$ cat config.mk
export PLATFORM = sky130hd
export DESIGN_NAME = valid_way_ram
export DESIGN_NICKNAME = d
export VERILOG_FILES = /design/src/rtl/valid_way_ram.sv
export SDC_FILE = /design/constraint.sdc
export NUM_CORES = 1
export LEC_CHECK = 0
export ABC_AREA = 1
export ABC_CLOCK_PERIOD_IN_PS = 4100
export CAP_MARGIN = 20
export CORE_UTILIZATION = 60
export DETAILED_ROUTE_END_ITERATION = 7
export DONT_BUFFER_PORTS = 1
export MAX_ROUTING_LAYER = met4
export PLACE_DENSITY = 0.76
export SLEW_MARGIN = 0
export SYNTH_ARGS = -nofsm -noshare
export SYNTH_HDL_FRONTEND = slang
export SYNTH_SLANG_ARGS = --single-unit
$ cat constraint.sdc
create_clock -name clk -period 4.1 [get_ports clk]
set_input_delay 0.41 -clock clk [delete_from_list [all_inputs] [get_ports clk]]
set_output_delay 0.41 -clock clk [all_outputs]
set_load 0.005 [all_outputs]
$ cat src/rtl/valid_way_ram.sv
// Per-set way-valid bits with round-robin victim pointers and a one-set-per-cycle flush sweep.
// Lookup result is registered one cycle after acceptance; requests are dropped while sweeping.
module valid_way_ram #(
  parameter int SETS  = 32,
  parameter int WAYS  = 2,
  parameter int IDX_W = $clog2(SETS),
  parameter int WAY_W = (WAYS > 1) ? $clog2(WAYS) : 1
) (
  input  logic             clk,
  input  logic             Reset,
  input  logic             Lookup,
  input  logic [IDX_W-1:0] Index,
  input  logic             UpdWrite,
  input  logic [IDX_W-1:0] UpdIndex,
  input  logic [WAY_W-1:0] UpdWay,
  input  logic             UpdValid,
  input  logic             FlushReq,
  output logic             Ready,
  output logic             RspValid,
  output logic [WAYS-1:0]  ValidOut,
  output logic [WAY_W-1:0] VictimWay,
  output logic             FlushBusy,
  output logic             FlushDone
);

  typedef enum logic {S_IDLE, S_SWEEP} state_t;

  state_t           r_state;
  logic [IDX_W-1:0] r_cnt;
  logic [WAYS-1:0]  r_valid [SETS];
  logic [WAY_W-1:0] r_ptr   [SETS];
  logic             r_rsp_vld;
  logic [WAYS-1:0]  r_valid_out;
  logic [WAY_W-1:0] r_victim;
  logic             r_flush_done;

  logic [WAYS-1:0]  w_upd_valid;
  logic [WAY_W-1:0] w_upd_ptr;
  logic             w_bypass;
  logic [WAYS-1:0]  w_lk_valid;
  logic [WAY_W-1:0] w_lk_ptr;
  logic [WAY_W-1:0] w_victim;

  always_comb begin
    w_upd_valid = r_valid[UpdIndex];
    for (int w = 0; w < WAYS; w++) begin
      if (WAY_W'(w) == UpdWay) w_upd_valid[w] = UpdValid;
    end
    // Only a fill of the way the pointer already names advances it.
    w_upd_ptr = r_ptr[UpdIndex];
    if ((WAYS > 1) && UpdValid && (UpdWay == r_ptr[UpdIndex]))
      w_upd_ptr = r_ptr[UpdIndex] + 1'b1;

    w_bypass   = UpdWrite && (UpdIndex == Index);
    w_lk_valid = w_bypass ? w_upd_valid : r_valid[Index];
    w_lk_ptr   = w_bypass ? w_upd_ptr   : r_ptr[Index];

    w_victim = w_lk_ptr;
    for (int w = WAYS - 1; w >= 0; w--) begin
      if (!w_lk_valid[w]) w_victim = WAY_W'(w);
    end
  end

  always_ff @(posedge clk) begin
    if (Reset) begin
      r_state      <= S_IDLE;
      r_cnt        <= '0;
      r_rsp_vld    <= 1'b0;
      r_valid_out  <= '0;
      r_victim     <= '0;
      r_flush_done <= 1'b0;
      for (int s = 0; s < SETS; s++) begin
        r_valid[s] <= '0;
        r_ptr[s]   <= '0;
      end
    end else begin
      r_rsp_vld    <= 1'b0;
      r_flush_done <= 1'b0;
      case (r_state)
        S_IDLE: begin
          if (UpdWrite) begin
            r_valid[UpdIndex] <= w_upd_valid;
            r_ptr[UpdIndex]   <= w_upd_ptr;
          end
          if (Lookup) begin
            r_rsp_vld   <= 1'b1;
            r_valid_out <= w_lk_valid;
            r_victim    <= w_victim;
          end
          if (FlushReq) begin
            r_state <= S_SWEEP;
            r_cnt   <= '0;
          end
        end
        S_SWEEP: begin
          r_valid[r_cnt] <= '0;
          r_ptr[r_cnt]   <= '0;
          r_cnt          <= r_cnt + 1'b1;
          if (r_cnt == IDX_W'(SETS - 1)) begin
            r_state      <= S_IDLE;
            r_flush_done <= 1'b1;
          end
        end
        default: r_state <= S_IDLE;
      endcase
    end
  end

  assign Ready     = (r_state == S_IDLE);
  assign FlushBusy = (r_state == S_SWEEP);
  assign RspValid  = r_rsp_vld;
  assign ValidOut  = r_valid_out;
  assign VictimWay = r_victim;
  assign FlushDone = r_flush_done;

endmodule

==> results by group <==
Logic synthesis
  – Gate Count Post-Synth: 810
  – Average size of a mapped cell: 7.813 µm²
  – Number of synthesized register bits: 107
  – Yosys warning count: 0
  – Proportion of synthesized area in mux cells: 0
  – Cell Area, Synth: 6329 µm²
  – FFs w/ async S/R, synth: 0
  – Post-synthesis sequential area ratio: 0.4903
  – Synthesized Nets: 829
  – Post-synth EDFFs: 96
  – Synth Area in Adders: 0.003954
  – Yosys cell types: 37
  – Post-Synth Simple-Gate Area: 0.3541
  – Synth Area in Compound Gates: 0.07473
  – XOR/XNOR Fraction of Synth Area: 0.002768
  – Largest family of logic cells by synthesized area: simple AND/OR/NAND/NOR gates
  – Top FF cell, synth: edfxtp_1

Route
  – DR iter-0 viols: 763
  – WL/cell: 18.54 µm
  – Vias: 5606
  – Final ANT Viol Nets: 0
  – TritonRoute pass-1 iters: 5
  – Via density: 6.147
  – Drt drc: 0
  – Final WL: 16910 µm

Run
  – Max cap viols: 0

Setup path
  – Worst Setup SP: FlushBusy$_SDFF_PP0_
  – Kind of critical path: reg2reg
  – Worst R2R Setup Slack: 1590 ps
  – R2r startpoint: FlushBusy$_SDFF_PP0_
  – CP startpoint kind: flip-flop
  – Worst Path Arrival: 2580 ps
  – Register-to-Register Path Depth: 10
  – CP endpoint kind: flip-flop
  – CP max FO: 14
  – Worst endpoint required time: 4180 ps

Timing
  – RSZ-0062 raised after global routing: false
  – Sum Neg Setup Slack: 0 ps
  – Max-slew violation count: 0
  – Final Setup Violations: 0
  – Final Worst Setup Slack: 1594 ps
  – Fmax: 0.3990 GHz
  – Final period util: 0.6112
  – Clock period minus worst slack: 2506 ps
  – Slew headroom: 0.4606
  – Least-Margin Pin Slew: 806.3 ps
  – Final Hold Fails: 0
  – Skew final: 17.12 ps

Place
  – Post-Place Worst Slack: 1684 ps
  – Port-buffer cells: 0
  – Placed cell count: 896
  – Cell Area, Placed: 6160 µm²
  – DP Wirelength: 11210 µm
  – RePlAce Congestion: 0.9378

Power
  – Pwr/cell area: 341.1 nW/µm²
  – Max VDD drop: 217.2 µV
  – Total Power: 2161 µW
  – Leakage: 0.002470 µW

CTS
  – H-tree depth: 3
  – Max Root-Sink Buffers: 2
  – CTS Hold Bufs: 0
  – CTS tree: done
  – Post-cts gate resize count: 0
  – Clk Tree Root Cell: clkbuf_8
  – Clock tree sinks: 107
  – Latest clock arrival within the worst-skew pair: 390 ps
  – Setup bufs post-CTS: 0
  – CTS Buf Count: 9
  – Clk slew on worst S/H paths: 110 ps

Run status
  – Outcome: complete, no violations

Cells and area
  – Layout Cells excl Fill: 912
  – Fin nets: 790
  – Fillcell total: 927
  – Area grow syn2layout: 0.1187%
  – N_diodes: 0
  – Finished Cell Area: 6336 µm²
  – Share of cells above drive strength 1: 0.06701

GRT
  – Initial antenna violation count: 0
  – GR Overflow Total: 0
  – Largest net degree at the start of global routing: 52
  – Vias in the first global route: 5291
  – Total track usage: 0.3252
  – Global-route wire length before repair: 26570 µm

Hold path
  – Min-delay src: Reset
  – Hold Path Class: in2reg
  – Hold Path Depth: 1

Floorplanning
  – Effective utilization at floorplan: 0.6158
  – IO Count: 24
  – Rows: 37
  – Die Wd: 104.7 µm
  – Die Area: 10960 µm²
  – Die Y: 104.7 µm
  – Core area: 10280 µm²
-- placed cells by master (no fill, tap or decap) --
cell          n
clkinv_1      2
edfxtp_1     96
nor2_2       12
xor2_1        2
nand2_1     272
a211oi_1      2
nand2b_1      1
nor2_4        1
dfxtp_1      11
or2_2         1
ha_1          2
o211ai_1      5
o221ai_1      1
nand3b_1      1
o2111ai_1     1
nand2_2       4
o22ai_1       8
o31ai_1       4
clkinvlp_4    1
a32o_1        2
clkinv_4      3
o21ai_0      32
o21ai_2       4
nor3_1        1
inv_4         2
nand3_1     106
a21oi_1      17
a21oi_2       2
buf_16        1
inv_1        15
o21ai_1       1
nor2_1      142
clkbuf_8      9
nand3_2       2
clkinv_2      2
inv_6         1
inv_2         7
-- cell usage after synthesis (5+ instances only) --
| cell | n | area [µm²] |
|---|---|---|
| nand2_1 | 272 | 1021 |
| nor2_1 | 142 | 533.0 |
| nand3_1 | 106 | 530.5 |
| edfxtp_1 | 96 | 2883 |
| o21ai_0 | 32 | 160.2 |
| buf_2 | 20 | 100.1 |
| a21oi_1 | 17 | 85.08 |
| inv_1 | 15 | 56.30 |
| buf_6 | 12 | 135.1 |
| nor2_2 | 12 | 75.07 |
| dfxtp_1 | 11 | 220.2 |
| clkbuf_1 | 8 | 30.03 |
| o22ai_1 | 8 | 50.05 |
| buf_4 | 7 | 52.55 |
| inv_2 | 7 | 26.28 |
| o211ai_1 | 5 | 37.54 |
-- critical path: stages (launching register included) --
cell and delay, ps:
dfxtp_1 460, inv_2 130, nor2_4 130, inv_2 130, nand2_1 80, o21ai_1 90
inv_1 60, nand2_1 80, nor2_2 590, nand2_1 250, nand2_1 200
-- cell families (layout without fill, tap and decap cells) --
| family | Yosys count | after routing |
|---|---|---|
| buffers and inverters | 77 | 43 |
| AND/OR/NAND/NOR | 543 | 543 |
| AO/OA/AOI/OAI | 79 | 79 |
| adder cells (fa/ha/maj) | 2 | 2 |
| flip-flops | 107 | 107 |
| XOR/XNOR | 2 | 2 |
-- per-stage QoR --
step / util / hold WS [ps]
after global routing: 0.6165 / 58.05
final: 0.6165 / 70.29
after floorplan: - / 412.2
after detailed placement: 0.5993 / 435.2
after global placement: 0.5967 / 422.9
after CTS: 0.6165 / 56.10
-- final timing paths --
kind	to
max	r_ptr[11]$_SDFFCE_PN0P_
min	VictimWay$_SDFFE_PP0P_
max reg2reg	r_ptr[11]$_SDFFCE_PN0P_
min reg2reg	r_cnt[3]$_SDFFE_PP0P_
-- sequential cells by signal, indices dropped and copies added, names as in the netlist --
signal / cells
r_ptr: 32
FlushDone: 1
VictimWay: 1
ValidOut: 2
r_valid: 64
r_cnt: 5
RspValid: 1
FlushBusy: 1
-- where the power goes --
group	switching [µW]	total, µW	internal [µW]
logic	220	306	86.4
clock network	372	596	224
registers	29.9	1260	1230
total	622	2160	1540
-- layer usage --
layer | vias up | track usage | wire [µm]
li1 | 2612 | - | -
met2 | 337 | 0.5038 | 7851
met4 | 0 | 0.1740 | 739
met1 | 2599 | 0.4126 | 6641
met5 | - | - | 0
met3 | 58 | 0.05178 | 1675
-- final cells by class --
class,count,area [µm²],share of cell area
flip-flops and latches,107,3103,0.4897
multi-input cells,626,2756,0.4350
well taps,136,170.2,0.02686
clock buffers,9,123.9,0.01955
inverters,26,102.6,0.01619
clock inverters,7,52.55,0.008294
repair buffers,1,27.53,0.004344
(Power assumes the default switching activity.)
